===== src/rtl/bcd_to_hex_converter.sv =====
// Iterative BCD-to-binary converter: reverse double-dabble, one result bit per clock.
// Optional digit validity check enabled by defining BCD_TO_HEX_DIGIT_CHECK_EN.
module bcd_to_hex_converter #(
   parameter int DIGITS = 8,
   parameter int BIN_W  = 27
) (
   input  logic                  clk,
   input  logic                  reset,
   input  logic                  start,
   input  logic [4*DIGITS-1:0]   bcd_in,
   output logic                  busy,
   output logic                  done,
   output logic [BIN_W-1:0]      bin_out,
   output logic                  err
);

   localparam int BCD_W = 4 * DIGITS;
   localparam int SR_W  = BCD_W + BIN_W;
   localparam int CNT_W = $clog2(BIN_W);

   // Handshake: start is sampled only in IDLE; busy is high for the BIN_W
   // shift cycles; done is a one-cycle pulse in the cycle bin_out/err change.
   typedef enum logic [1:0] {
      IDLE  = 2'd0,
      SHIFT = 2'd1,
      DONE  = 2'd2
   } state_t;

   state_t            state;
   logic [SR_W-1:0]   sr;
   logic [SR_W-1:0]   sr_next;
   logic [CNT_W-1:0]  cnt;

   // One reverse double-dabble step: shift right, then pull every BCD digit
   // that reached 8 or more back down by 3.
   always_comb begin
      sr_next = sr >> 1;
      for (int k = 0; k < DIGITS; k++) begin
         if (sr_next[BIN_W+4*k +: 4] >= 4'd8)
            sr_next[BIN_W+4*k +: 4] = sr_next[BIN_W+4*k +: 4] - 4'd3;
      end
   end

`ifdef BCD_TO_HEX_DIGIT_CHECK_EN
   logic bcd_bad;
   logic err_q;

   always_comb begin
      bcd_bad = 1'b0;
      for (int k = 0; k < DIGITS; k++) begin
         if (bcd_in[4*k +: 4] > 4'd9)
            bcd_bad = 1'b1;
      end
   end
`else
   assign err = 1'b0;
`endif

   always_ff @(posedge clk) begin
      if (reset) begin
         state   <= IDLE;
         busy    <= 1'b0;
         done    <= 1'b0;
         bin_out <= '0;
         sr      <= '0;
         cnt     <= '0;
`ifdef BCD_TO_HEX_DIGIT_CHECK_EN
         err_q   <= 1'b0;
         err     <= 1'b0;
`endif
      end else begin
         case (state)
            IDLE: begin
               done <= 1'b0;
               if (start) begin
                  sr    <= {bcd_in, {BIN_W{1'b0}}};
                  cnt   <= CNT_W'(BIN_W - 1);
                  busy  <= 1'b1;
                  state <= SHIFT;
`ifdef BCD_TO_HEX_DIGIT_CHECK_EN
                  err_q <= bcd_bad;
`endif
               end
            end
            SHIFT: begin
               sr <= sr_next;
               if (cnt == '0) begin
                  state <= DONE;
                  busy  <= 1'b0;
                  done  <= 1'b1;
`ifdef BCD_TO_HEX_DIGIT_CHECK_EN
                  bin_out <= err_q ? '0 : sr_next[BIN_W-1:0];
                  err     <= err_q;
`else
                  bin_out <= sr_next[BIN_W-1:0];
`endif
               end else begin
                  cnt <= cnt - 1'b1;
               end
            end
            DONE: begin
               done  <= 1'b0;
               state <= IDLE;
            end
            default: begin
               state <= IDLE;
               busy  <= 1'b0;
               done  <= 1'b0;
            end
         endcase
      end
   end

endmodule


===== config.mk =====
export PLATFORM = sky130hd
export DESIGN_NAME = bcd_to_hex_converter
export DESIGN_NICKNAME = d
export VERILOG_FILES = /design/src/rtl/bcd_to_hex_converter.sv
export SDC_FILE = /design/constraint.sdc
export NUM_CORES = 1
export LEC_CHECK = 0
export CORE_ASPECT_RATIO = 0.5
export CORE_UTILIZATION = 40
export DETAILED_ROUTE_END_ITERATION = 16
export PLACE_DENSITY_LB_ADDON = 0.25
export SYNTH_ARGS = -nofsm -noshare
export SYNTH_HDL_FRONTEND = slang
export SYNTH_SLANG_ARGS = --single-unit

===== constraint.sdc =====
create_clock -name clk -period 1.7 [get_ports clk]
set_input_delay 0.17 -clock clk [delete_from_list [all_inputs] [get_ports clk]]
set_output_delay 0.17 -clock clk [all_outputs]
set_load 0.02 [all_outputs]

======== Word level (Yosys, flattened, before mapping) ========
Index checks and enable logic that the tools add are counted.
operators by class
  mux-type cells .......................... 19
  order comparisons ....................... 8
  bitwise logic cells ..................... 2
  reduce and logical (&&, ||, !) cells .... 9
  equal/unequal tests ..................... 5
  add/subtract/negate cells ............... 9
operator list
  operator             count
  $pmux 59 s2          1
  $mux 59              1
  $mux 4               8
  $ge 4x4->1 const B   7
  $sub 4x2->4 const B  7
  $mux 5               2
  $pmux 5 s2           1
  $ne 2x2->1 const B   3
  $reduce_and 2->1     3
  $reduce_and 3->1     2
  $logic_not 5->1      1
  $sub 5x1->5 const B  1
  $ge 3x4->1 const B   1
  $mux 2               2
  $pmux 2 s2           1
  $sub 3x2->4 const B  1
  $pmux 1 s3           1
  $eq 2x1->1 const B   1
  $eq 2x2->1 const B   1
  $logic_not 2->1      1
  $mux 1               2
  $not 1->1            2
  $reduce_bool 2->1    1
  $reduce_or 2->1      1
word-level totals
  input bits .............................. 35
  register bits ........................... 95
  output and inout port bits .............. 30
  logic and storage cells ................. 58

======== Logic depth before layout (Yosys ltp) ========
Gate-level depths: netlist (run 1).
  word-level depth ........................ 3
  mapped depth ............................ 7
  gate-level depth less buffers ........... 5

======== Least setup slack after synthesis (run 1) ========
OpenSTA, ideal clock, no wires.
  path kind ............................... register to register
  start ................................... register cnt[0]
  end ..................................... register bin_out[10]
  buffers on the path ..................... 2
  setup time .............................. 132 ps
  cell stages (with the launch flop) ...... 8
  data required time ...................... 1,568 ps
  slack ................................... 102 ps
  data arrival time ....................... 1,466 ps
  period minus slack after synthesis ...... 1,598 ps
  cell sequence ........................... dfxtp_1 -> inv_1 -> ha_1 -> or4b_1 -> buf_2 -> clkbuf_1 -> o21ai_0 -> a21oi_1
on the way
  word-level cells in the longest chain between the ends .. 2
ends and longest elaborated chain
  what                        line  text
  from (decl)                 32    logic [CNT_W-1:0] cnt;
  from (signal assigned)      77    cnt <= CNT_W'(BIN_W - 1);
  from (signal assigned)      98    cnt <= cnt - 1'b1;
  $logic_not 5->1             87    if (cnt == '0) begin
  $reduce_and 2->1 (no line)  -
  to (signal assigned)        95    bin_out <= sr_next[BIN_W-1:0];
  to (decl)                   13    output logic [BIN_W-1:0] bin_out,
No other way between the ends.
A chain may end at the register's enable or synchronous reset.

======== Worst setup path in the final report (run 1) ========
  start ................................... register cnt[0]
  end ..................................... register cnt[1]
on the way
  word-level cells in the longest chain between the ends .. 3
  elaborated cells between the ends (all ways) .. 6
  classes of those cells .................. add/sub: 1; eq/ne: 1; mux: 2; reduce/logical: 2
ends and longest elaborated chain
  what                                                   line
  $sub 5x1->5 / $logic_not 5->1 (equally long branches)  98, 87
  $mux 5 / $ne 2x2->1 (equally long branches)            -
  $pmux 5 s2 / $reduce_and 3->1 (equally long branches)  -
Several ways; a longest one is shown, not always the timed one. The select of a mux whose other input is x is not followed.

==> results of run 1 <==
[sequential cells by signal, indices dropped and copies added (netlist names)]
register,flops
sr,58
done,1
bin_out,27
state,2
cnt,5
busy,1
[path summary, 6_finish.rpt]
kind | end
worst max-delay path | cnt[1]
worst min-delay path | cnt[2]
worst max register to register | cnt[1]
worst min register to register | sr[1]
[routing by layer]
layer	wire (µm)	GRT usage [%]	vias to the layer above
met4	128	6.30	0
met2	4440	29.0	66
met5	0	0	-
met1	5330	26.7	1719
li1	-	-	1797
met3	427	5.15	12
[worst max-delay path, cell delays in order (launching register included)]
cell and delay [ns]:
dfxtp_1 0.31, inv_1 0.09, ha_4 0.15, or4b_4 0.51
buf_6 0.18, a211oi_2 0.21, a311oi_1 0.07
[cells by family after synthesis]
group | Yosys count
adder cells (fa/ha/maj) | 15
other | 1
AO/OA/AOI/OAI | 166
buffers and inverters | 66
AND/OR/NAND/NOR | 113
flip-flops | 94
XOR/XNOR | 13
[power groups by stage]
| stage | Combinational [mW] | Clock [mW] | Sequential (mW) |
|---|---|---|---|
| final | 1.12 | 1.86 | 2.46 |
| after global routing | 1.23 | 2.01 | 2.48 |
| after CTS | 1.03 | 1.91 | 2.45 |
| after detailed placement | 1.03 | 0 | 2.50 |
| after global placement | 1.00 | 0 | 2.50 |
| after floorplan | 0.692 | 0 | 2.47 |
[cells in the final DEF, fill, tap and decap left out, types with 8 or more instances in the layout]
cell,netlist,final
a21oi_1,39,38
clkbuf_16,0,10
clkdlybuf4s50_1,0,62
a211oi_1,13,12
inv_1,21,20
dfxtp_1,94,94
a311oi_1,12,12
xnor2_1,13,13
nand3_1,35,35
ha_1,15,14
a22o_1,33,33
nor2b_1,9,8
buf_4,2,18
nor2_1,14,13
o21ai_0,35,34
nand2_1,29,29
[through the flow]
step	cells	setup slack [ns]	power (mW)	utilization [%]
after floorplan	468	0.102	3.17	-
after global placement	652	0.0822	3.50	49.8
after detailed placement	652	0.0484	3.53	49.8
after CTS	667	0.0188	5.40	52.5
after global routing	668	0.00431	5.72	53.2
final	668	0.0538	5.44	53.2
[area by class of cell]
class	count	share of cell area, %
inverters	22	1.52
well taps	140	3.22
clock inverters	6	0.875
multi-input cells	308	38.8
flip-flops and latches	94	34.6
clock buffers	9	4.14
repair buffers	89	16.9
==> impl_metrics.py, run 1 <==
metrics = {
    "synth": {
        "synth_edf_count": 0,
        "synth_top_area_cell": "dfxtp_1",
        "synth_area_leaders": "dfxtp_1, a22o_1, a21oi_1, ha_1, nand3_1",
        "synth_top_family_by_area": "compound AO/OA/AOI/OAI gates",
        "synth_area_um2": 4220,
        "synthCells": 468,
        "synthArstFlopShare_pct": 0,
        "ys.flop_type": "dfxtp_1",
        "synthAdderAreaFrac_pct": 4.45,
        "synth_common_cells": "dfxtp_1, a21oi_1, nand3_1, o21ai_0, a22o_1",
        "synth_top_area_share_pct": 44.6,
        "yosys_warnings": 0,
        "synth_most_common_cell": "dfxtp_1",
        "syn_area_per_cell_um2": 9.02,
        "synth_simple_gate_area_share_pct": 14.0,
        "ys_ff_latch": 94,
        "synth.distinct_cells": 43,
        "synth_seq_area_share_pct": 44.6,
        "syn_nets": 518,
        "synth_compound_area_share_pct": 27.6,
        "synthMuxAreaShare_pct": 0,
        "synthXorXnorAreaFrac_pct": 2.70,
    },
    "sta": {
        "period_needed_ns": 1.65,
        "rsz0062_at_grt": "no",
        "finalSetupTns_ns": 0,
        "whs_ns": 0.159,
        "relSlewSlack_pct": 62.5,
        "slew_violations": 0,
        "hold_viol_final": 0,
        "fmax_mhz": 607,
        "fin_crit_sh_pct": 96.8,
        "finalClockSkew_ns": 0.00629,
        "setup-violations-final": 0,
        "tightest_slew_ns": 0.561,
    },
    "worst_setup_path": {
        "cp-startpoint": "cnt[0]",
        "crit_path_start_kind": "flip-flop",
        "path_class": "flip-flop to flip-flop",
        "worstReg2RegStart": "cnt[0]",
        "cp_max_fo": 16,
        "cp.arrival_ns": 1.87,
        "crit_required_ns": 1.92,
        "r2r_cells": 6,
        "cp-end-kind": "flip-flop",
        "ff2ff_setup_slack_ns": 0.05,
    },
    "placed_design": {
        "placed_area_um2": 5090,
        "gp_congestion": 0.792,
        "dp_hpwl_um": 6550,
        "io_buffers": 63,
    },
    "min_path": {
        "min_path_type": "input pin to flip-flop",
        "hp-start": "reset",
        "worstHoldPathCells": 2,
    },
    "cts": {
        "worstSkewPairLatency_ns": 0.34,
        "cts_root_buf": "clkbuf_16",
        "clkTransAtPathRegs_ns": 0.06,
        "h-tree-depth": 3,
        "post_cts_resized": 0,
        "cts_tree": "yes",
        "holdBufCountCts": 0,
        "clock-sinks": 94,
        "cts_buffers": 9,
        "cts_setup_buffers": 0,
        "clockBufferDepth": 2,
    },
    "routing": {
        "dr.pass1.iters": 4,
        "viasPerCell": 5.38,
        "antenna_left": 0,
        "routed_wl_um": 10300,
        "drc": 0,
        "num_vias": 3594,
        "wl_per_cell_um": 15.4,
        "first_iter_violations": 231,
    },
    "die": {
        "core_um2": 10200,
        "num_rows": 26,
        "die_h_um": 74.6,
        "die-area_um2": 11000,
        "ios": 65,
        "die_w_um": 147,
        "start_util_pct": 41.3,
    },
    "cells_and_area": {
        "multi_input_area_um2": 2110,
        "antenna_cells": 0,
        "final_area_um2": 5440,
        "drive_gt1_share_pct": 11.6,
        "finalNetCount": 574,
        "regArea_um2": 1880,
        "synthToLayoutAreaGrowth_pct": 28.9,
        "nFillCells": 970,
    },
    "global_route": {
        "grt_pass1_vias": 3196,
        "grt_max_degree": 33,
        "gr-usage-all-layers_pct": 19.2,
        "overflow": 0,
        "antenna_found_initial": 0,
        "grt_pass1_wl_um": 16500,
    },
    "power_and_ir_drop": {
        "cellLeakagePower_nw": 2.04,
        "swShare_pct": 29.3,
        "power_switching_mw": 1.60,
        "peakVddDrop_mv": 0.490,
        "comb_power_share_pct": 20.6,
        "power_density_nw_per_um2": 1000,
        "p_int_mw": 3.85,
        "p_seq_share_pct": 45.2,
        "clockPowerShare_pct": 34.2,
    },
    "job": {
        "cap_violations": 0,
    },
    "run_status": {
        "outcome": "complete, no violations",
    },
}
(Power assumes the default switching activity.)
==> run 2: changes to the inputs <==
- CAP_MARGIN: unset -> 0
==> results of run 2 <==
The final DEF is identical to that of run 1; final timing and power are the same.
==> run 3: changes to the inputs <==
- CORE_UTILIZATION: 40 -> 32
==> run 3 against run 2 <==
Combinational power is 5% lower. Global-route usage is 3.1 points lower. Sequential share of layout area is 0.18 points lower. Via count up 0.39%. Non-clock buffer count increased by 6. Routed wire length grew 1.6%. Register-to-register slack improved by 0.02 ns. Power up 0.87%. Fmax up 1.3%. Core utilization fell by 10 points.
==> impl_metrics.py, run 3 (synthesis results as in run 1) <==
metrics = {
    "sta": {
        "tightest_slew_ns": 0.514,
        "fmax_mhz": 615,
        "setup-violations-final": 0,
        "fin_crit_sh_pct": 95.6,
        "finalClockSkew_ns": 0.00746,
        "finalSetupTns_ns": 0,
        "relSlewSlack_pct": 65.7,
        "slew_violations": 0,
        "period_needed_ns": 1.63,
        "rsz0062_at_grt": "yes",
        "hold_viol_final": 0,
    },
    "worst_setup_path": {
        "crit_path_start_kind": "flip-flop",
        "critPathBufInv": 2,
        "cpMaxStageDelayCell": "or4b_4",
        "crit_chain": "inv_1, ha_1, or4b_4, buf_6, o21ai_0, a21oi_1",
        "ff2ff_setup_slack_ns": 0.07,
        "cp-end-kind": "flip-flop",
        "cp.arrival_ns": 1.86,
        "critical-path-top-delay-family": "simple AND/OR/NAND/NOR gates",
        "critical_path.max_stage_delay_ns": 0.53,
        "path_class": "flip-flop to flip-flop",
        "cp_max_fo": 17,
        "crit_required_ns": 1.93,
    },
    "die": {
        "die_w_um": 164,
        "die-area_um2": 13700,
        "num_rows": 29,
        "start_util_pct": 33.0,
        "core_um2": 12800,
        "die_h_um": 83.2,
        "ios": 65,
    },
    "cts": {
        "cts_buffers": 9,
        "holdBufCountCts": 0,
        "worstSkewPairLatency_ns": 0.35,
        "h-tree-depth": 3,
        "cts_root_buf": "clkbuf_16",
        "clock-sinks": 94,
        "cts_tree": "yes",
        "clkTransAtPathRegs_ns": 0.08,
        "clockBufferDepth": 2,
        "cts_setup_buffers": 0,
    },
    "cells_and_area": {
        "nFillCells": 1275,
        "antenna_cells": 0,
        "final_common_cell": "dfxtp_1",
        "regArea_um2": 1880,
        "finalNetCount": 580,
        "reg_top3": "sr x58, bin_out x27, cnt x5",
        "synthToLayoutAreaGrowth_pct": 29.5,
        "top_register": "sr",
        "final_cell_mix": "dfxtp_1, clkdlybuf4s50_1, a21oi_1",
        "largest_register_ffs": 58,
        "final_area_um2": 5470,
        "instances_no_fill": 705,
        "drive_gt1_share_pct": 12.0,
        "multi_input_area_um2": 2080,
    },
    "placed_design": {
        "gp_congestion": 0.802,
        "placed_area_um2": 5170,
        "dp.cells": 689,
        "dp_hpwl_um": 7020,
        "io_buffers": 63,
    },
    "routing": {
        "antenna_left": 0,
        "dr.pass1.iters": 4,
        "drc": 0,
        "viasPerCell": 5.12,
        "first_iter_violations": 211,
        "num_vias": 3608,
        "wl_per_cell_um": 14.9,
        "routed_wl_um": 10500,
    },
    "power_and_ir_drop": {
        "peakVddDrop_mv": 0.496,
        "cellLeakagePower_nw": 2.06,
        "power_density_nw_per_um2": 1000,
    },
    "global_route": {
        "overflow": 0,
        "grt_pass1_vias": 3363,
        "grt_max_degree": 30,
        "grt_pass1_wl_um": 17500,
        "gr-usage-all-layers_pct": 16.0,
        "antenna_found_initial": 0,
    },
    "min_path": {
        "min_path_type": "input pin to flip-flop",
    },
    "job": {
        "cap_violations": 0,
    },
    "run_status": {
        "outcome": "complete, no violations",
    },
}
[run 3: changes by cell type in the layout (fill, tap and decap cells not counted), sizes merged]
cell / before / now
buf: 26 / 33
inv: 22 / 26
clkinv: 5 / 3
clkbuf: 10 / 9
clkinvlp: 1 / 0
[run 3: power breakdown]
group / switching [mW] / leakage [nW] / internal [mW]
clock: 0.946 / 0.145 / 1.03
sequential: 0.131 / 0.766 / 2.32
combinational: 0.571 / 1.15 / 0.493
total: 1.65 / 2.06 / 3.84
[run 3: through the flow]
stage / power (mW) / hold WS [ns] / setup slack [ns] / utilization, %
final: 5.49 / 0.204 / 0.0749 / 42.8
after global routing: 5.78 / 0.209 / -0.00558 / 42.8
after CTS: 5.54 / 0.206 / 0.0535 / 42.7
after detailed placement: 3.55 / 0.459 / 0.00132 / 40.4
after global placement: 3.54 / 0.458 / 0.0279 / 40.4
after floorplan: 3.17 / 0.327 / 0.102 / -
[run 3: worst register-to-register path, delay by kind of cell (launching register included)]
kind / cells / cell delay (ns)
adder cells (fa/ha/maj): 1 / 0.19
AND/OR/NAND/NOR: 1 / 0.53
flip-flops: 1 / 0.31
buffers and inverters: 2 / 0.23
AO/OA/AOI/OAI: 2 / 0.25
[run 3: path summary, 6_finish.rpt]
| path | cells past startpoint | end | from |
|---|---|---|---|
| max | 6 | bin_out[6] | cnt[0] |
| min | 2 | sr[49] | reset |
| max reg2reg | 6 | bin_out[6] | cnt[0] |
| min reg2reg | 2 | sr[58] | sr[58] |
[run 3: layout make-up]
class / instances / area share, %
multi-input combinational: 308 / 38.0
sequential: 94 / 34.4
timing repair buffer: 95 / 16.9
clock buffer: 9 / 4.12
tap: 170 / 3.89
inverter: 22 / 1.51
clock inverter: 7 / 1.14
[run 3: metal layers]
layer | global-route usage (%) | vias up | share of wire, %
li1 | - | 1816 | -
met4 | 3.50 | 0 | 0.37
met3 | 4.70 | 4 | 4.4
met1 | 23.3 | 1730 | 52
met2 | 23.2 | 58 | 43
met5 | 0 | - | 0
[run 3: what timing repair did]
action	CTS	global route
hold endpoints to repair	0	0
pin swaps	0	0
endpoints found under the setup margin	12	17
resized for setup	1	6
